### src/rtl/fc8_sat_dma_if.sv
// fc8_sat_dma bus bundle: SFR start/config, CPU-memory read handshake, SAT write port, status.
// master = DMA engine side, slave = SFR/memory/SAT side.
interface fc8_sat_dma_if #(
  parameter int unsigned SAT_ADDR_W = 10,
  parameter int unsigned SRC_ADDR_W = 16
);
  logic                  start_in;
  logic [7:0]            src_page_in;
  logic [7:0]            len_in;
  logic [7:0]            sat_off_in;
  logic                  vblank_in;
  logic                  mem_rd_req_out;
  logic [SRC_ADDR_W-1:0] mem_addr_out;
  logic                  mem_rd_valid_in;
  logic [7:0]            mem_rd_data_in;
  logic                  sat_wr_en_out;
  logic [SAT_ADDR_W-1:0] sat_wr_addr_out;
  logic [7:0]            sat_wr_data_out;
  logic                  cpu_halt_out;
  logic                  busy_out;
  logic                  done_out;
  logic                  start_ignored_out;

  modport master (
    input  start_in, src_page_in, len_in, sat_off_in, vblank_in,
           mem_rd_valid_in, mem_rd_data_in,
    output mem_rd_req_out, mem_addr_out, sat_wr_en_out, sat_wr_addr_out,
           sat_wr_data_out, cpu_halt_out, busy_out, done_out, start_ignored_out
  );

  modport slave (
    output start_in, src_page_in, len_in, sat_off_in, vblank_in,
           mem_rd_valid_in, mem_rd_data_in,
    input  mem_rd_req_out, mem_addr_out, sat_wr_en_out, sat_wr_addr_out,
           sat_wr_data_out, cpu_halt_out, busy_out, done_out, start_ignored_out
  );
endinterface

### src/rtl/fc8_sat_dma.sv
// SAT DMA writer: copies up to 256 bytes from a CPU memory page into the SAT while halting the CPU.
// Optional macro FC8_SAT_DMA_VBLANK_GATE_EN restricts memory reads/SAT writes to vertical blank.
module fc8_sat_dma #(
  parameter int unsigned SAT_BYTES  = 256,
  parameter int unsigned SAT_ADDR_W = 10,
  parameter int unsigned SRC_ADDR_W = 16,
  parameter int unsigned SAT_BASE   = 0
) (
  input  logic          clk,
  input  logic          rst,
  fc8_sat_dma_if.master bus
);

`ifdef FC8_SAT_DMA_VBLANK_GATE_EN
  typedef enum logic [2:0] {IDLE, REQ, WRITE, DONE, WAIT_VB} state_e;
`else
  typedef enum logic [1:0] {IDLE, REQ, WRITE, DONE} state_e;
`endif

  localparam logic [SAT_ADDR_W-1:0] SatBase = SAT_ADDR_W'(SAT_BASE);

  state_e                state_q;
  logic [7:0]            src_page_q;
  logic [7:0]            src_idx_q;
  logic [7:0]            sat_idx_q;
  logic [8:0]            remaining_q;
  logic                  req_q;
  logic [SRC_ADDR_W-1:0] addr_q;
  logic                  wr_en_q;
  logic [SAT_ADDR_W-1:0] wr_addr_q;
  logic [7:0]            wr_data_q;
  logic                  busy_q;
  logic                  done_q;
  logic                  ign_q;

  logic [7:0]            src_idx_d;
  logic [7:0]            sat_idx_d;
  logic [8:0]            remaining_d;

  function automatic logic [SRC_ADDR_W-1:0] src_addr(input logic [7:0] page,
                                                     input logic [7:0] idx);
    return SRC_ADDR_W'({page, 8'h00}) + SRC_ADDR_W'(idx);
  endfunction

  always_comb begin
    src_idx_d   = src_idx_q + 8'd1;
    sat_idx_d   = sat_idx_q + 8'd1;
    remaining_d = remaining_q - 9'd1;
  end

  always_ff @(posedge clk or posedge rst) begin
    if (rst) begin
      state_q     <= IDLE;
      src_page_q  <= '0;
      src_idx_q   <= '0;
      sat_idx_q   <= '0;
      remaining_q <= '0;
      req_q       <= 1'b0;
      addr_q      <= '0;
      wr_en_q     <= 1'b0;
      wr_addr_q   <= '0;
      wr_data_q   <= '0;
      busy_q      <= 1'b0;
      done_q      <= 1'b0;
      ign_q       <= 1'b0;
    end else begin
      wr_en_q <= 1'b0;
      done_q  <= 1'b0;
      ign_q   <= bus.start_in && (state_q != IDLE);
      case (state_q)
        IDLE: begin
          if (bus.start_in) begin
            src_page_q  <= bus.src_page_in;
            src_idx_q   <= '0;
            sat_idx_q   <= bus.sat_off_in;
            remaining_q <= (bus.len_in == 8'd0) ? 9'(SAT_BYTES) : {1'b0, bus.len_in};
            busy_q      <= 1'b1;
`ifdef FC8_SAT_DMA_VBLANK_GATE_EN
            state_q     <= WAIT_VB;
`else
            state_q     <= REQ;
            req_q       <= 1'b1;
            addr_q      <= src_addr(bus.src_page_in, 8'h00);
`endif
          end
        end
`ifdef FC8_SAT_DMA_VBLANK_GATE_EN
        WAIT_VB: begin
          if (bus.vblank_in) begin
            state_q <= REQ;
            req_q   <= 1'b1;
            addr_q  <= src_addr(src_page_q, src_idx_q);
          end
        end
`endif
        REQ: begin
          if (bus.mem_rd_valid_in) begin
            req_q     <= 1'b0;
            wr_en_q   <= 1'b1;
            wr_data_q <= bus.mem_rd_data_in;
            wr_addr_q <= SatBase + SAT_ADDR_W'(sat_idx_q);
            state_q   <= WRITE;
          end
`ifdef FC8_SAT_DMA_VBLANK_GATE_EN
          else if (!bus.vblank_in) begin
            req_q   <= 1'b0;
            state_q <= WAIT_VB;
          end
`endif
        end
        WRITE: begin
          src_idx_q   <= src_idx_d;
          sat_idx_q   <= sat_idx_d;
          remaining_q <= remaining_d;
          if (remaining_q == 9'd1) begin
            done_q  <= 1'b1;
            state_q <= DONE;
          end
`ifdef FC8_SAT_DMA_VBLANK_GATE_EN
          // Leaving vblank between bytes parks before the next read is issued.
          else if (!bus.vblank_in) begin
            state_q <= WAIT_VB;
          end
`endif
          else begin
            state_q <= REQ;
            req_q   <= 1'b1;
            addr_q  <= src_addr(src_page_q, src_idx_d);
          end
        end
        DONE: begin
          busy_q  <= 1'b0;
          state_q <= IDLE;
        end
        default: state_q <= IDLE;
      endcase
    end
  end

`ifndef FC8_SAT_DMA_VBLANK_GATE_EN
  logic unused_vblank;
  assign unused_vblank = bus.vblank_in;
`endif

  assign bus.mem_rd_req_out    = req_q;
  assign bus.mem_addr_out      = addr_q;
  assign bus.sat_wr_en_out     = wr_en_q;
  assign bus.sat_wr_addr_out   = wr_addr_q;
  assign bus.sat_wr_data_out   = wr_data_q;
  assign bus.cpu_halt_out      = busy_q;
  assign bus.busy_out          = busy_q;
  assign bus.done_out          = done_q;
  assign bus.start_ignored_out = ign_q;

endmodule

### src/flat_wrapper.sv
// flat-port wrapper written by rule: the top's interface ports become plain ports
module fc8_sat_dma_flat 
#(
  parameter int unsigned SAT_BYTES  = 256,
  parameter int unsigned SAT_ADDR_W = 10,
  parameter int unsigned SRC_ADDR_W = 16,
  parameter int unsigned SAT_BASE   = 0
)
  (clk, rst, bus_start_in, bus_src_page_in, bus_len_in, bus_sat_off_in, bus_vblank_in, bus_mem_rd_valid_in, bus_mem_rd_data_in, bus_mem_rd_req_out, bus_mem_addr_out, bus_sat_wr_en_out, bus_sat_wr_addr_out, bus_sat_wr_data_out, bus_cpu_halt_out, bus_busy_out, bus_done_out, bus_start_ignored_out);
  fc8_sat_dma_if #(.SAT_ADDR_W(SAT_ADDR_W), .SRC_ADDR_W(SRC_ADDR_W)) bus_i ();
  input  logic clk;
  input  logic rst;
  input wire logic [$bits(bus_i.start_in)-1:0] bus_start_in;
  input wire logic [$bits(bus_i.src_page_in)-1:0] bus_src_page_in;
  input wire logic [$bits(bus_i.len_in)-1:0] bus_len_in;
  input wire logic [$bits(bus_i.sat_off_in)-1:0] bus_sat_off_in;
  input wire logic [$bits(bus_i.vblank_in)-1:0] bus_vblank_in;
  input wire logic [$bits(bus_i.mem_rd_valid_in)-1:0] bus_mem_rd_valid_in;
  input wire logic [$bits(bus_i.mem_rd_data_in)-1:0] bus_mem_rd_data_in;
  output wire logic [$bits(bus_i.mem_rd_req_out)-1:0] bus_mem_rd_req_out;
  output wire logic [$bits(bus_i.mem_addr_out)-1:0] bus_mem_addr_out;
  output wire logic [$bits(bus_i.sat_wr_en_out)-1:0] bus_sat_wr_en_out;
  output wire logic [$bits(bus_i.sat_wr_addr_out)-1:0] bus_sat_wr_addr_out;
  output wire logic [$bits(bus_i.sat_wr_data_out)-1:0] bus_sat_wr_data_out;
  output wire logic [$bits(bus_i.cpu_halt_out)-1:0] bus_cpu_halt_out;
  output wire logic [$bits(bus_i.busy_out)-1:0] bus_busy_out;
  output wire logic [$bits(bus_i.done_out)-1:0] bus_done_out;
  output wire logic [$bits(bus_i.start_ignored_out)-1:0] bus_start_ignored_out;
  assign bus_i.start_in = bus_start_in;
  assign bus_i.src_page_in = bus_src_page_in;
  assign bus_i.len_in = bus_len_in;
  assign bus_i.sat_off_in = bus_sat_off_in;
  assign bus_i.vblank_in = bus_vblank_in;
  assign bus_i.mem_rd_valid_in = bus_mem_rd_valid_in;
  assign bus_i.mem_rd_data_in = bus_mem_rd_data_in;
  assign bus_mem_rd_req_out = bus_i.mem_rd_req_out;
  assign bus_mem_addr_out = bus_i.mem_addr_out;
  assign bus_sat_wr_en_out = bus_i.sat_wr_en_out;
  assign bus_sat_wr_addr_out = bus_i.sat_wr_addr_out;
  assign bus_sat_wr_data_out = bus_i.sat_wr_data_out;
  assign bus_cpu_halt_out = bus_i.cpu_halt_out;
  assign bus_busy_out = bus_i.busy_out;
  assign bus_done_out = bus_i.done_out;
  assign bus_start_ignored_out = bus_i.start_ignored_out;
  fc8_sat_dma #(.SAT_BYTES(SAT_BYTES), .SAT_ADDR_W(SAT_ADDR_W), .SRC_ADDR_W(SRC_ADDR_W), .SAT_BASE(SAT_BASE)) u_core (.clk(clk), .rst(rst), .bus(bus_i));
endmodule
### config.mk
export PLATFORM = sky130hd
export DESIGN_NAME = fc8_sat_dma_flat
export DESIGN_NICKNAME = d
export VERILOG_FILES = /design/src/rtl/fc8_sat_dma_if.sv /design/src/rtl/fc8_sat_dma.sv /design/src/flat_wrapper.sv
export SDC_FILE = /design/constraint.sdc
export NUM_CORES = 1
export LEC_CHECK = 0
export BUFFER_PORTS_ARGS = -buffer_cell sky130_fd_sc_hd__buf_4
export CAP_MARGIN = 5
export CORE_AREA = 2 2 87 89
export DETAILED_ROUTE_END_ITERATION = 12
export DIE_AREA = 0 0 89 91
export GPL_TIMING_DRIVEN = 0
export PLACE_DENSITY = 0.68
export SYNTH_ARGS = -nofsm -noshare
export SYNTH_HDL_FRONTEND = slang
export SYNTH_SLANG_ARGS = --single-unit
### constraint.sdc
create_clock -name clk -period 2 [get_ports clk]
set_input_delay 0 -clock clk [delete_from_list [all_inputs] [get_ports clk]]
set_output_delay 0 -clock clk [all_outputs]
set_load 0.02 [all_outputs]
==> key figures <==
Critical path
  • Critical path fanouts, max: 4
  • Crit path capture type: flop
  • Worst Reg-to-Reg Cells: 4
  • Startpoint types: flop
  • Arr. time, crit path: around 2100 ps
  • R2R setup slack: 110 ps
  • Reg2reg start: u_core.remaining_q[0]$_DFFE_PP0P_
  • Setup crit start: u_core.remaining_q[0]$_DFFE_PP0P_
  • Crit path required time: 2250 ps
  • Reg2reg end: u_core.remaining_q[7]$_DFFE_PP0P_
  • Critical path class: flop to flop

Drt
  • Post-route ant nets: 0
  • Avg WL per Cell: 15.5 um
  • DRC viols: 0
  • Final wirelength: 8560 um
  • Via-to-Cell Ratio: between 5 and 6
  • Initial DRC Count: 203
  • DRT Pass-1 Iters: 4
  • Detailed-route via count: 2919

Timing
  • Ratio of final minimum period to clock period: 0.945
  • Final setup vio count: 0
  • Max Slew Vio Count: 0
  • Max-slew headroom: 0.628
  • Unrepaired setup endpoints after global routing: false
  • Max frequency: 529 MHz
  • Fin. Hold Viols: 0
  • Fin Hold WS: 17.2 ps
  • TNS Setup: 0 ps
  • Final worst path period need: around 1900 ps
  • Setup Skew: 7.66 ps
  • Worst-margin pin slew: 557 ps

Clock tree
  • CTS tree: built
  • Clk buf depth: 2
  • Clock root buffer: clkbuf_8
  • CTS clk-pin slew, worst paths: approximately 80 ps
  • Htree depth: 3
  • Inserted Clock Buffers: 9
  • Clock sink count: 72
  • Clk Latency, worst-skew pair: 350 ps
  • Number of post-CTS setup repair buffers: 0

Layout
  • Layout Cells excl Fill: about 550
  • Reg area: 1800 um2
  • Area Growth Syn to Fin: 37.5%
  • Antenna Cells: 0
  • Combined area of the multi-input logic cells: 1410 um2
  • Nets: 488
  • Share of cells above drive strength 1: 0.283
  • # fillers: 600
  • Commonest non-fill, non-tap cell in the layout: buf_4
  • Final Util: 0.643
  • Most frequent cells in the layout: 76 x buf_4, 72 x dfrtp_1, 59 x nand2_1

Global route
  • Vias in the first global route: 2858
  • Largest net degree at the start of global routing: 68
  • GRT Util Overall: 0.222
  • Congestion Overflow GR: 0
  • Initial antenna violation count: 0
  • First-pass GRT wire length: 13900 um

Floorplanning
  • Std cell rows: 31
  • Die area: 8100 um2
  • Core Footprint: 7140 um2
  • # IOs: between 70 and 80
  • Die W: between 80 and 90 um
  • Starting Density: 0.468
  • Vert. Die Dim: 91 um

Pwr
  • Peak VDD IR: 785 uV
  • Power Total: 0.00641 W
  • Pwr/cell area: 1400 nW/um2
  • P_leak: between 2 and 2.5 nW

Logic synthesis
  • Synthesis Warnings: 0
  • Seq/Total Area, Yosys: 0.540
  • Flops & latches, synth: a little over 70
  • Synthesized area per cell: between 10 and 15 um2
  • Cell Area, Synth: 3340 um2
  • Share of synthesized registers carrying an async set or reset: 1.00
  • Gate Count Post-Synth: between 300 and 400
  • Top_reg_cell synth: dfrtp_1
  • Number of distinct library cells after synthesis: 50
  • EDFF count, synth: 0

Placed design
  • IO buf count: 73
  • Final HPWL DP: 5580 um
  • Gpl congestion: 0.859
  • Inst Count DP: 506

Hold path
  • Tightest Hold Check Type: primary input to flop
  • Min-delay src: bus_sat_off_in[2]
  • Worst Hold End: u_core.sat_idx_q[2]$_DFFE_PP0P_
  • Worst Hold Depth: 3

Run status
  • Status: finished, final reports clean

Flow run
  • Max-Cap Viols: 0
==> layout make-up <==
cell class                 count  area share
clock inverter                 7      0.0259
multi-input combinational    230       0.308
buffer                        20      0.0213
inverter                      11     0.00954
clock buffer                   9      0.0270
sequential                    72       0.393
tap                           99      0.0270
timing repair buffer         103       0.189
==> worst max-delay path by stage <==
stage,to,slack [ps],cells after the start
2_1_floorplan,u_core.bus.busy_out$_DFFE_PP0P_,180,1
3_3_place_gp,u_core.bus.done_out$_DFF_PP0_,-780,2
3_5_place_dp,u_core.remaining_q[8]$_DFFE_PP0P_,60,6
4_1_cts,u_core.remaining_q[8]$_DFFE_PP0P_,40,6
5_1_grt,u_core.bus.mem_addr_out[12]$_DFFE_PP0P_,20,6
6_report,u_core.remaining_q[7]$_DFFE_PP0P_,110,4
==> critical path: stages, from the launching register on <==
cell and delay (ps):
dfrtp_1 430, or4_4 580, or4_4 440, o22ai_1 160, o21ba_2 180
==> timing repair <==
action                                 4_1_cts  5_1_grt
hold buffers                                29        0
endpoints found under the hold margin      107        0
setup endpoints to repair                    0       22
gates resized for setup                      0       10
==> per-layer routing <==
layer | track usage | vias to the layer above | share of wire
li1 | - | 1401 | -
met1 | 0.304 | 1396 | 0.42
met2 | 0.353 | 109 | 0.49
met3 | 0.0400 | 13 | 0.075
met4 | 0.0784 | 0 | 0.014
met5 | 0 | - | 0
==> metrics by stage <==
step | worst slack, ps | area [um2]
floorplan | 175 | 3340
global placement | -783 | 4010
detailed placement | 63.8 | 4040
CTS | 41.0 | 4580
global route | 24.9 | 4590
finish | 110 | 4590
==> Yosys cell counts, drive strengths merged, types with 2 or more instances <==
master  count  area (um2)
mux2i       9        90.1
o21a        2        15.0
dfrtp      72        1800
inv        11        41.3
clkbuf     11        41.3
ha          4        50.1
xnor2       4        35.0
nor2b       2        12.5
a22oi       2        15.0
a21oi      22         110
nand2b      3        18.8
nand4       3        18.8
o21ai      25         125
and3        2        12.5
nor3        2        10.0
o21ba       2        20.0
o22a        3        26.3
nor4        3        18.8
nor4b       2        17.5
mux2       15         169
buf         9        51.3
nor2       17        63.8
a31oi       2        12.5
o22ai       4        25.0
or3         2        12.5
o31ai       6        45.0
a211oi      3        22.5
nand3      10        50.1
or4         2        22.5
nand2      59         221
a22o        2        17.5
==> state kept, by name, indices dropped and copies added, names as in the netlist <==
signal	count
u_core.src_idx_q	8
u_core.bus.start_ignored_out	1
u_core.src_page_q	8
u_core.state_q	2
u_core.bus.mem_rd_req_out	1
u_core.sat_idx_q	8
u_core.remaining_q	9
u_core.bus.sat_wr_addr_out	8
u_core.bus.sat_wr_data_out	8
u_core.bus.done_out	1
u_core.bus.sat_wr_en_out	1
u_core.bus.mem_addr_out	16
u_core.bus.busy_out	1
==> where the power goes <==
group          internal, W  total (W)  switching (W)
clock network     0.000830    0.00140       0.000573
logic              0.00111    0.00255        0.00144
registers          0.00201    0.00246       0.000447
==> logic make-up after synthesis <==
logic type | Yosys count | share of synthesized area
buf+inv | 31 | 0.0401
compound gates | 84 | 0.160
other cells | 1 | 0.00112
flops | 72 | 0.540
xor+xnor | 5 | 0.0131
simple gates | 111 | 0.153
mux | 24 | 0.0776
fa+ha+maj | 4 | 0.0150
No activity file was read; power rests on OpenSTA's default activity.
